===== config.mk =====
export PLATFORM = sky130hd
export DESIGN_NAME = uart_byte_rx
export DESIGN_NICKNAME = d
export VERILOG_FILES = /design/src/rtl/uart_byte_rx.sv
export SDC_FILE = /design/constraint.sdc
export NUM_CORES = 1
export LEC_CHECK = 0
export BUFFER_PORTS_ARGS = -buffer_cell sky130_fd_sc_hd__buf_2
export CAP_MARGIN = 20
export CORE_ASPECT_RATIO = 2
export CORE_MARGIN = 2
export CORE_UTILIZATION = 25
export DETAILED_ROUTE_END_ITERATION = 10
export PLACE_DENSITY_LB_ADDON = 0.25
export SLEW_MARGIN = 20
export SYNTH_ARGS = -nofsm -noshare
export SYNTH_HDL_FRONTEND = slang
export SYNTH_SLANG_ARGS = --single-unit

===== constraint.sdc =====
create_clock -name sys_clk -period 1.8 [get_ports sys_clk]
set_input_delay 0.18 -clock sys_clk [delete_from_list [all_inputs] [get_ports sys_clk]]
set_output_delay 0.18 -clock sys_clk [all_outputs]
set_load 0.005 [all_outputs]

===== src/rtl/uart_byte_rx.sv =====
// 8N1 UART receiver: synchronises uart_rxd, detects the start bit, then samples each bit at its centre.
// Emits a one-cycle uart_en with the byte, or a one-cycle frame_err when the stop bit is low.
module uart_byte_rx #(
   parameter int CLK_FREQ = 50000000,
   parameter int UART_BPS = 115200
) (
   input  logic       sys_clk,
   input  logic       sys_rst,
   input  logic       uart_rxd,
   output logic       uart_en,
   output logic [7:0] uart_data,
   output logic       frame_err,
   output logic       rx_busy
);

   localparam int BPS_CNT = CLK_FREQ / UART_BPS;
   localparam int CNT_W   = (BPS_CNT > 1) ? $clog2(BPS_CNT) : 1;
   localparam logic [CNT_W-1:0] BAUD_LAST = CNT_W'(BPS_CNT - 1);
   localparam logic [CNT_W-1:0] HALF_LAST = CNT_W'(BPS_CNT / 2 - 1);

   typedef enum logic [1:0] {IDLE, START, DATA, STOP} state_t;

   logic             rxd_s1, rxd_s2, rxd_d;
   logic             fall;
   state_t           state_reg, state_next;
   logic [CNT_W-1:0] baud_cnt_reg, baud_cnt_next;
   logic [2:0]       bit_cnt_reg, bit_cnt_next;
   logic [7:0]       shift_reg, shift_next;
   logic [7:0]       data_reg, data_next;
   logic             en_reg, en_next;
   logic             err_reg, err_next;
   logic             sample_data;

   assign fall = rxd_d & ~rxd_s2;

   always_ff @(posedge sys_clk) begin
      if (!sys_rst) begin
         rxd_s1       <= 1'b1;
         rxd_s2       <= 1'b1;
         rxd_d        <= 1'b1;
         state_reg    <= IDLE;
         baud_cnt_reg <= '0;
         bit_cnt_reg  <= '0;
         shift_reg    <= '0;
         data_reg     <= '0;
         en_reg       <= 1'b0;
         err_reg      <= 1'b0;
      end else begin
         rxd_s1       <= uart_rxd;
         rxd_s2       <= rxd_s1;
         rxd_d        <= rxd_s2;
         state_reg    <= state_next;
         baud_cnt_reg <= baud_cnt_next;
         bit_cnt_reg  <= bit_cnt_next;
         shift_reg    <= shift_next;
         data_reg     <= data_next;
         en_reg       <= en_next;
         err_reg      <= err_next;
      end
   end

   // Only the shift bit addressed by bit_cnt captures the line at a data-bit centre.
   genvar gi;
   generate
      for (gi = 0; gi < 8; gi++) begin : g_shift
         assign shift_next[gi] = (sample_data && (bit_cnt_reg == 3'(gi))) ? rxd_s2 : shift_reg[gi];
      end
   endgenerate

   always_comb begin
      state_next    = state_reg;
      baud_cnt_next = baud_cnt_reg;
      bit_cnt_next  = bit_cnt_reg;
      data_next     = data_reg;
      en_next       = 1'b0;
      err_next      = 1'b0;
      sample_data   = 1'b0;
      case (state_reg)
         IDLE: begin
            if (fall) begin
               state_next    = START;
               baud_cnt_next = '0;
            end
         end
         START: begin
            // A line that is high again at mid start bit was only a glitch.
            if (baud_cnt_reg == HALF_LAST) begin
               baud_cnt_next = '0;
               bit_cnt_next  = '0;
               state_next    = rxd_s2 ? IDLE : DATA;
            end else begin
               baud_cnt_next = baud_cnt_reg + CNT_W'(1);
            end
         end
         DATA: begin
            if (baud_cnt_reg == BAUD_LAST) begin
               baud_cnt_next = '0;
               sample_data   = 1'b1;
               if (bit_cnt_reg == 3'd7) begin
                  state_next = STOP;
               end else begin
                  bit_cnt_next = bit_cnt_reg + 3'd1;
               end
            end else begin
               baud_cnt_next = baud_cnt_reg + CNT_W'(1);
            end
         end
         STOP: begin
            // Leaving at mid stop bit lets an immediately following start bit be caught.
            if (baud_cnt_reg == BAUD_LAST) begin
               baud_cnt_next = '0;
               state_next    = IDLE;
               if (rxd_s2) begin
                  data_next = shift_reg;
                  en_next   = 1'b1;
               end else begin
                  err_next  = 1'b1;
               end
            end else begin
               baud_cnt_next = baud_cnt_reg + CNT_W'(1);
            end
         end
         default: state_next = IDLE;
      endcase
   end

   assign uart_en   = en_reg;
   assign uart_data = data_reg;
   assign frame_err = err_reg;
   assign rx_busy   = (state_reg != IDLE);

endmodule


* Word level (Yosys, flattened, before mapping)
Cells that the tools add are included.
** Cells by class
- Add/subtract/negate cells :: 2
- $mul :: 0
- Div/mod/pow operators :: 0
- $lt $le $gt $ge :: 0
- Equal/unequal tests :: 18
- Shift operators :: 0
- Multiplexer cells :: 19
- Bitwise logic cells :: 2
- Reductions and logical operators :: 17
** Operators with widths (number)
- 9-bit 2-to-1 mux :: 3
- 9-bit case mux with 3 select lines :: 1
- 3-bit == test (second input constant) :: 4
- 2-bit 2-to-1 mux :: 6
- 2-bit inequality test (second input constant) :: 6
- 9-bit by 1-bit adder with 9-bit output (second input constant) :: 1
- 9-bit by 8-bit == test with 1-bit output (second input constant) :: 1
- 9-bit == test (second input constant) :: 1
- 3-bit 2-to-1 mux :: 3
- 1-bit logical AND :: 8
- 2-bit case mux with 4 select lines :: 1
- 3-bit by 2-bit == test with 1-bit output (second input constant) :: 2
- 3-bit case mux with 2 select lines :: 1
- 3-bit AND reduction :: 2
- 5-bit AND reduction :: 1
- 2-bit == test (second input constant) :: 2
- 1-bit 2-to-1 mux :: 4
- 4-bit AND reduction :: 1
- 2-bit nonzero test :: 2
- 3-bit by 1-bit adder with 3-bit output (second input constant) :: 1
- 3-bit by 1-bit == test with 1-bit output (second input constant) :: 1
- 3-bit zero test :: 1
- 2-bit by 1-bit == test with 1-bit output (second input constant) :: 1
- 2-bit zero test :: 1
- 3 further kinds :: 3
** Word-level totals
- Flip-flop bits (word level) :: 35
- Bits in latches :: 0
- Memory bits (writable) :: 0
- Memory bits (read-only) :: 0
- Output and inout port bits :: 11
- Word-level logic and storage cells :: 75
- Memories :: 0

* Logic depth before layout (Yosys ltp)
Gate-level depths: netlist of the first run.
- Word-level depth :: 4
- Gate-level depth with buffers :: 6

* Worst setup path before layout of the first run
No wires, ideal clock.
- Kind :: reg-to-reg
- From :: register baud_cnt_reg[0]
- To :: register bit_cnt_reg[0]
- Setup time :: 72 ps
- Arrival time :: 1502 ps
- Required time :: 1728 ps
- Path slack :: 226 ps
- Stages on the path, launching flop included :: 6
- Buffers on the path :: 0
- Cells stage by stage :: dfxtp_1 ha_1 and4bb_2 nand3_4 o22ai_1 mux2i_1
** Between the ends
- Longest elaborated chain between the ends :: 3
- Elaborated cells on any way between the ends :: 5
- Those cells by class :: 4 x eq/ne; 1 x reduce/logical
** RTL lines
- start, declared :: line 26 : logic [CNT_W-1:0] baud_cnt_reg, baud_cnt_next;
- start signal, assigned :: line 53 : baud_cnt_reg <= baud_cnt_next;
- 9-bit == test / 9-bit by 8-bit == test with 1-bit output (equally long branches) :: line 96, 87
- 2-bit inequality test (no line)
- 4-bit AND reduction (no line) (*)
- end signal, assigned :: line 54 : bit_cnt_reg <= bit_cnt_next;
- end, declared :: line 27 : logic [2:0] bit_cnt_reg, bit_cnt_next;
Mark *: on every way between the ends. The rest lies on a longest branch, timed or not.
A chain may end at the register's enable or synchronous reset.

* Final worst setup path of the first run
- From :: register baud_cnt_reg[1]
- To :: register baud_cnt_reg[3]
** Between the ends
- Longest elaborated chain between the ends :: 3
- Elaborated cells on any way between the ends :: 6
- Those cells by class :: 1 x add/sub; 2 x eq/ne; 3 x mux
** RTL lines
- 9-bit by 1-bit adder with 9-bit output (tied with other cells) :: line 92, 105, 120
- 9-bit 2-to-1 mux, on equally long branches :: line 96, 110, 87
- 9-bit case mux with 3 select lines (*) :: line 78 : case (state_reg)
Marked as above.

==> impl_metrics.sql, run 1 <==
INSERT INTO impl_metrics (metric_group, metric, value, unit) VALUES
('critical_path', 'setup.reg_to_reg.worst_slack', '0.14', 'ns'),
('sta', 'tightestPinTransition', '0.391', 'ns'),
('drt', 'drt_pre_antenna_iters', '4', ''),
('die', 'number_of_placement_rows', '43', ''),
('layout', 'drive_above_1_share', '20.1', '%'),
('critical_path', 'critical_path.top_delay_family', 'simple AND/OR/NAND/NOR gates', ''),
('place', 'worst_case_setup_slack_after_placement', '0.107', 'ns'),
('drt', 'routed-via-count', '1429', ''),
('sta', 'timing.final.setup_violations', '0', ''),
('die', 'core_region_area', '0.00689', 'mm^2'),
('clock_tree', 'cts-buffers-inserted', '5', ''),
('die', 'initial_core_util', '25.5', '%'),
('synthesis', 'yosys_register_bits', '35', ''),
('sta', 'final_period_minus_worst_setup_slack', '1.66', 'ns'),
('sta', 'hold_slack', '0.0801', 'ns'),
('die', 'floorplan.die.height', '123', 'um'),
('sta', 'timing.fmax', '0.604', 'GHz'),
('clock_tree', 'cts_tree', 'yes', ''),
('power_and_ir_drop', 'power.net_switching', '0.402', 'mW'),
('sta', 'timing.setup.tns', '0', 'ns'),
('min_path', 'timing.hold.worst.class', 'in2reg', ''),
('global_routing', 'grt_antenna_before_repair', '0', ''),
('die', 'io_pins', '14', ''),
('global_routing', 'groute.usage.overall', '12.5', '%'),
('critical_path', 'crit_path_top_delay_cell', 'sky130_fd_sc_hd__dfxtp_1', ''),
('synthesis', 'synthesis.instances', '190', ''),
('power_and_ir_drop', 'power.density', '885', 'mW/mm^2'),
('clock_tree', 'clock_sink_count', '35', ''),
('synthesis', 'synth_flop_cell', 'sky130_fd_sc_hd__dfxtp_1', ''),
('layout', 'antennaDiodeCount', '0', ''),
('critical_path', 'timing_worst_setup_path_type', 'reg2reg', ''),
('synthesis', 'syn_area_per_cell', '9.25', 'um^2'),
('drt', 'vias_per_cell', '4.70', ''),
('synthesis', 'synth_seq_area_share', '39.9', '%'),
('synthesis', 'syn-cell-area', '0.00176', 'mm^2'),
('sta', 'final-max-slew-violation-count', '0', ''),
('global_routing', 'global_route.overflow_total', '0', ''),
('critical_path', 'crit_path_max_incr_delay', '0.34', 'ns'),
('drt', 'drt-total-wl', '4350', 'um'),
('synthesis', 'asyncSetResetFlopFracSynth', '0', '%'),
('critical_path', 'worstPathCellList', 'inv_1, ha_1, and4bb_2, a21oi_4, or2_1, a32o_1', ''),
('sta', 'worst_slack', '0.144', 'ns'),
('layout', 'layout.nets', '225', ''),
('power_and_ir_drop', 'total_leakage_power', '0.853', 'nW'),
('power_and_ir_drop', 'power.share.clock', '53.1', '%'),
('critical_path', 'start_kind', 'register', ''),
('drt', 'avgRoutedWirePerCell', '14.3', 'um'),
('critical_path', 'arrival', '1.83', 'ns'),
('run_status', 'status', 'complete, no violations', ''),
('clock_tree', 'cts_max_path_buffers', '2', ''),
('sta', 'final_hold_viol_count', '0', ''),
('critical_path', 'worst_setup_path_end_kind', 'register', ''),
('drt', 'drt_drc_violations_left', '0', ''),
('critical_path', 'critPathRequiredTime', '1.98', 'ns'),
('power_and_ir_drop', 'design_power_total', '1.92', 'mW'),
('drt', 'drt_first_iter_violations', '46', ''),
('place', 'io_buf_count', '13', ''),
('power_and_ir_drop', 'p_int', '1.51', 'mW'),
('die', 'fp.dieArea', '0.00775', 'mm^2'),
('clock_tree', 'clkTransAtPathRegs', '0.06', 'ns'),
('synthesis', 'synth.yosys.warnings', '0', ''),
('power_and_ir_drop', 'power.switching_fraction', '21.0', '%'),
('sta', 'post-route-period-util', '92.0', '%'),
('synthesis', 'synth_edf_count', '0', ''),
('layout', 'most_common_cell_after_layout_fill_and_taps_aside', 'sky130_fd_sc_hd__dfxtp_1', ''),
('synthesis', 'synth_nets', '202', ''),
('layout', 'layout.cell_area.non_filler', '0.00216', 'mm^2'),
('drt', 'final_antenna_net_count', '0', ''),
('critical_path', 'timing.critical_path.buf_inv', '1', ''),
('clock_tree', 'clk_lat_worst_skew', '0.29', 'ns'),
('global_routing', 'grt_first_pass_wirelength', '7110', 'um');
-- path summary, 6_finish.rpt --
path                      to       startpoint  cells after the start
max reg2reg  baud_cnt_reg[3]  baud_cnt_reg[1]                      6
min reg2reg           rxd_s2           rxd_s1                      1
min                   rxd_s1         uart_rxd                      2
max          baud_cnt_reg[3]  baud_cnt_reg[1]                      6
-- final cells by class --
| class | count | area [um^2] |
|---|---|---|
| clock buffer | 6 | 139 |
| clock inverter | 2 | 35.0 |
| fill | 771 | 4720 |
| inverter | 10 | 37.5 |
| multi-input combinational | 137 | 978 |
| sequential | 35 | 702 |
| tap | 90 | 113 |
| timing repair buffer | 24 | 160 |
-- stage by stage --
stage               instances  util (%)
floorplan                 190         -
global placement          296      28.9
detailed placement        296      28.9
CTS                       304      31.4
global route              304      31.4
finish                    304      31.4
-- power groups by stage --
stage / combinational [mW] / clock [mW] / sequential, mW
3_5_place_dp: 0.103 / 0 / 0.814
4_1_cts: 0.103 / 1.05 / 0.797
5_1_grt: 0.112 / 1.07 / 0.800
3_3_place_gp: 0.103 / 0 / 0.814
2_1_floorplan: 0.0701 / 0 / 0.806
6_report: 0.0999 / 1.02 / 0.798
-- cells by family after synthesis --
family	synth area share, %
buffers and inverters	4.42
and+or+nand+nor	25.6
AOI/OAI and AO/OA	13.5
muxes	9.69
adders and majority gates	6.41
DFF	39.9
xor gates and xnor gates	0.499
-- routing by layer --
layer | up-vias | wire (um) | global-route usage, %
met2 | 18 | 2590 | 25.4
met1 | 676 | 1490 | 10.1
met5 | - | 0 | 0
met4 | 0 | 190 | 9.92
li1 | 725 | - | -
met3 | 10 | 78 | 1.92
-- synthesized netlist by cell type (2+ instances only) --
cell                       count  share of area, %
sky130_fd_sc_hd__nand3_1       7               2.0
sky130_fd_sc_hd__nor3_1        8               2.3
sky130_fd_sc_hd__nand2_1      23               4.9
sky130_fd_sc_hd__inv_1        10               2.1
sky130_fd_sc_hd__a32o_1        2               1.1
sky130_fd_sc_hd__buf_2         3              0.85
sky130_fd_sc_hd__a21oi_1      12               3.4
sky130_fd_sc_hd__clkbuf_2      2              0.57
sky130_fd_sc_hd__o21a_1        4               1.7
sky130_fd_sc_hd__nand2b_1      4               1.4
sky130_fd_sc_hd__nor2_1        9               1.9
sky130_fd_sc_hd__nand4_1       7               2.5
sky130_fd_sc_hd__ha_1          9               6.4
sky130_fd_sc_hd__o21ai_0       5               1.4
sky130_fd_sc_hd__mux2i_1      17               9.7
sky130_fd_sc_hd__clkbuf_1      2              0.43
sky130_fd_sc_hd__o22ai_1       5               1.8
sky130_fd_sc_hd__a211oi_1      2              0.85
sky130_fd_sc_hd__or3_1         2              0.71
sky130_fd_sc_hd__dfxtp_1      35                40
-- timing repair --
item,CTS,global route
hold buffers,0,0
resized for setup,0,1
setup endpoints to repair,0,3
setup buffers,0,0
Note: power is estimated with default switching activity, not from simulation.
==> run 2, diff against run 1 <==
--- a/config.mk
+++ b/config.mk
@@ -5,6 +5,7 @@
 export SDC_FILE = /design/constraint.sdc
 export NUM_CORES = 1
 export LEC_CHECK = 0
+export ABC_AREA = 1
 export BUFFER_PORTS_ARGS = -buffer_cell sky130_fd_sc_hd__buf_2
 export CAP_MARGIN = 20
 export CORE_ASPECT_RATIO = 2
==> impl_metrics.sql, run 2 <==
INSERT INTO impl_metrics (metric_group, metric, value, unit) VALUES
('run_status', 'status', 'complete, no violations', ''),
('critical_path', 'worst-path-max-fanout', '9', ''),
('clock_tree', 'cts_max_path_buffers', '2', ''),
('drt', 'avgRoutedWirePerCell', '12.4', 'um'),
('synthesis', 'synth.yosys.warnings', '0', ''),
('layout', 'multi_input_area', '900', 'um^2'),
('critical_path', 'timing.critical_path.buf_inv', '0', ''),
('clock_tree', 'postCtsSetupRepairBufs', '0', ''),
('synthesis', 'synth_seq_area_share', '40.0', '%'),
('synthesis', 'synth.cells.most_frequent', '59 x sky130_fd_sc_hd__nand2_1, 35 x sky130_fd_sc_hd__dfxtp_1, 30 x sky130_fd_sc_hd__inv_1', ''),
('die', 'fp.dieArea', '0.00773', 'mm^2'),
('die', 'io_pins', '14', ''),
('synthesis', 'yosys_register_bits', '35', ''),
('drt', 'drt-total-wl', '4400', 'um'),
('drt', 'drt_pre_antenna_iters', '4', ''),
('sta', 'timing.setup.tns', '0', 'ns'),
('place', 'dpl.cell_count', '347', ''),
('synthesis', 'synth_top_cells_by_area', 'sky130_fd_sc_hd__dfxtp_1 40%, sky130_fd_sc_hd__nand2_1 13%, sky130_fd_sc_hd__ha_1 6.4%, sky130_fd_sc_hd__inv_1 6.4%, sky130_fd_sc_hd__nor2_1 6.0%', ''),
('sta', 'final.setup_skew', '0.00470', 'ns'),
('critical_path', 'arrival', '1.80', 'ns'),
('sta', 'final_period_minus_worst_setup_slack', '1.58', 'ns'),
('drt', 'vias_per_cell', '4.35', ''),
('clock_tree', 'cts_repair_resize_count', '0', ''),
('die', 'floorplan.die.height', '122', 'um'),
('sta', 'post-route-period-util', '87.8', '%'),
('power_and_ir_drop', 'power.share.combinational', '12.3', '%'),
('synthesis', 'synthMostInstantiatedCell', 'sky130_fd_sc_hd__nand2_1', ''),
('power_and_ir_drop', 'power_frac_seq', '39.8', '%'),
('sta', 'setup_repair_after_global_routing_missed_its_margin', 'false', ''),
('critical_path', 'crit_path_top_delay_cell', 'sky130_fd_sc_hd__dfxtp_1', ''),
('global_routing', 'groute.usage.overall', '12.6', '%'),
('place', 'io_buf_count', '13', ''),
('clock_tree', 'cts-buffers-inserted', '5', ''),
('clock_tree', 'cts_tree', 'yes', ''),
('place', 'place_congestion', '0.813', ''),
('layout', 'drive_above_1_share', '16.6', '%'),
('clock_tree', 'htree_levels', '2', ''),
('power_and_ir_drop', 'worst_ir_drop_vdd', '0.377', 'mV'),
('power_and_ir_drop', 'total_leakage_power', '0.914', 'nW'),
('critical_path', 'crit_path_max_incr_delay', '0.42', 'ns'),
('critical_path', 'start_kind', 'register', ''),
('critical_path', 'critPathRequiredTime', '2.02', 'ns'),
('flow_run', 'maxCapViolCount', '0', ''),
('critical_path', 'worstPathCellList', 'ha_1, nand2_1, nor2_1, nand2_4, nor3_4, o21ai_0, a21oi_1', ''),
('clock_tree', 'clk_lat_worst_skew', '0.29', 'ns'),
('min_path', 'timing.hold.worst.class', 'in2reg', ''),
('critical_path', 'timing_worst_setup_path_type', 'reg2reg', ''),
('critical_path', 'worst_setup_path_end_kind', 'register', ''),
('global_routing', 'first_global_vias', '1538', ''),
('global_routing', 'global_route.overflow_total', '0', ''),
('sta', 'final_hold_viol_count', '0', ''),
('synthesis', 'asyncSetResetFlopFracSynth', '0', '%'),
('global_routing', 'grt_first_pass_wirelength', '7160', 'um'),
('sta', 'worst_slew_margin_rel', '68.1', '%'),
('synthesis', 'synth_area_leader_cell', 'sky130_fd_sc_hd__dfxtp_1', ''),
('global_routing', 'grt_start_max_net_pins', '26', ''),
('drt', 'routed-via-count', '1543', ''),
('synthesis', 'synth_flop_cell', 'sky130_fd_sc_hd__dfxtp_1', ''),
('layout', 'most_common_cell_after_layout_fill_and_taps_aside', 'sky130_fd_sc_hd__nand2_1', ''),
('power_and_ir_drop', 'power.share.clock', '47.9', '%'),
('global_routing', 'grt_antenna_before_repair', '0', ''),
('layout', 'number_of_cells_in_the_finished_layout_apart_from_fillers', '355', ''),
('die', 'floorplan.die.width', '63.2', 'um'),
('layout', 'final_core_utilization', '30.5', '%'),
('power_and_ir_drop', 'power.density', '996', 'mW/mm^2'),
('synthesis', 'syn_area_per_cell', '7.18', 'um^2'),
('synthesis', 'synth_edf_count', '0', ''),
('synthesis', 'yosysTopAreaCellShare', '40.0', '%'),
('layout', 'antennaDiodeCount', '0', ''),
('clock_tree', 'ctsRootBufferMaster', 'sky130_fd_sc_hd__clkbuf_16', ''),
('synthesis', 'syn-cell-area', '0.00175', 'mm^2'),
('drt', 'drt_drc_violations_left', '0', ''),
('power_and_ir_drop', 'power.net_switching', '0.552', 'mW'),
('power_and_ir_drop', 'power.switching_fraction', '26.4', '%'),
('sta', 'tightestPinTransition', '0.474', 'ns'),
('layout', 'layout.cell_area.non_filler', '0.00210', 'mm^2'),
('sta', 'timing.fmax', '0.633', 'GHz'),
('synthesis', 'synth_nets', '256', ''),
('drt', 'final_antenna_net_count', '0', ''),
('critical_path', 'critical_path.top_delay_family', 'simple AND/OR/NAND/NOR gates', ''),
('sta', 'final-max-slew-violation-count', '0', ''),
('place', 'cell_area_placed', '0.00193', 'mm^2'),
('die', 'core_region_area', '0.00689', 'mm^2'),
('layout', 'layout.cells.most_common_list', '59 x sky130_fd_sc_hd__nand2_1, 35 x sky130_fd_sc_hd__dfxtp_1, 30 x sky130_fd_sc_hd__inv_1', ''),
('layout', 'final-seq-area', '701', 'um^2'),
('layout', 'largest_register_ffs', '9', ''),
('drt', 'drt_first_iter_violations', '52', ''),
('synthesis', 'distinct_cell_type_count_of_the_synthesized_netlist', '24', ''),
('clock_tree', 'clock_sink_count', '35', ''),
('clock_tree', 'hold_fix_buffer_count_after_cts', '0', ''),
('die', 'initial_core_util', '25.4', '%'),
('place', 'hpwl_after_dpl', '3400', 'um'),
('sta', 'timing.final.setup_violations', '0', ''),
('layout', 'layout.nets', '276', ''),
('layout', 'n_fill_cell', '815', ''),
('power_and_ir_drop', 'p_int', '1.54', 'mW'),
('clock_tree', 'clkTransAtPathRegs', '0.06', 'ns'),
('die', 'number_of_placement_rows', '43', ''),
('synthesis', 'synthesis.instances', '244', ''),
('layout', 'area_growth', '19.9', '%');
==> run 2: stage by stage <==
stage / hold WS, ns / total power, mW / worst slack [ns]
final: 0.0851 / 2.09 / 0.219
after global routing: 0.0954 / 2.19 / 0.0353
after CTS: 0.0822 / 2.13 / 0.208
after detailed placement: 0.378 / 1.12 / 0.221
after global placement: 0.366 / 1.11 / 0.260
after floorplan: 0.287 / 1.03 / 0.417
==> run 2: worst paths after layout <==
path | from | to | slack [ns] | depth (start not counted)
min | uart_rxd | rxd_s1 | 0.09 | 2
min reg2reg | rxd_s1 | rxd_s2 | 0.41 | 1
max reg2reg | baud_cnt_reg[0] | uart_data[0] | 0.22 | 7
max | baud_cnt_reg[0] | uart_data[0] | 0.22 | 7
==> run 2: per-layer routing <==
metal,track usage [%],part of all wire [%]
met4,8.70,3.9
met1,10.0,34
met3,1.92,1.3
met5,0,0
met2,26.5,61
==> run 2: cell families (layout without fill, tap and decap cells) <==
logic type / count (synthesis) / after routing / share of synthesized area [%]
fa+ha+maj: 9 / 9 / 6.43
simple gates: 122 / 122 / 32.1
xor+xnor: 2 / 2 / 1.00
buf+inv: 38 / 59 / 8.64
flops: 35 / 35 / 40.0
compound gates: 38 / 38 / 11.8
==> run 2: power by group through the flow <==
stage | registers [mW] | logic (mW) | clock network (mW)
floorplan | 0.843 | 0.186 | 0
finish | 0.833 | 0.258 | 1.00
CTS | 0.834 | 0.266 | 1.03
detailed placement | 0.851 | 0.265 | 0
global route | 0.838 | 0.294 | 1.06
global placement | 0.849 | 0.263 | 0
==> run 2: cell type report <==
type / count / share of cell area (%)
inverter: 35 / 6.25
clock inverter: 3 / 2.08
multi-input combinational: 171 / 42.8
tap: 90 / 5.36
timing repair buffer: 16 / 4.17
clock buffer: 5 / 5.96
sequential: 35 / 33.4
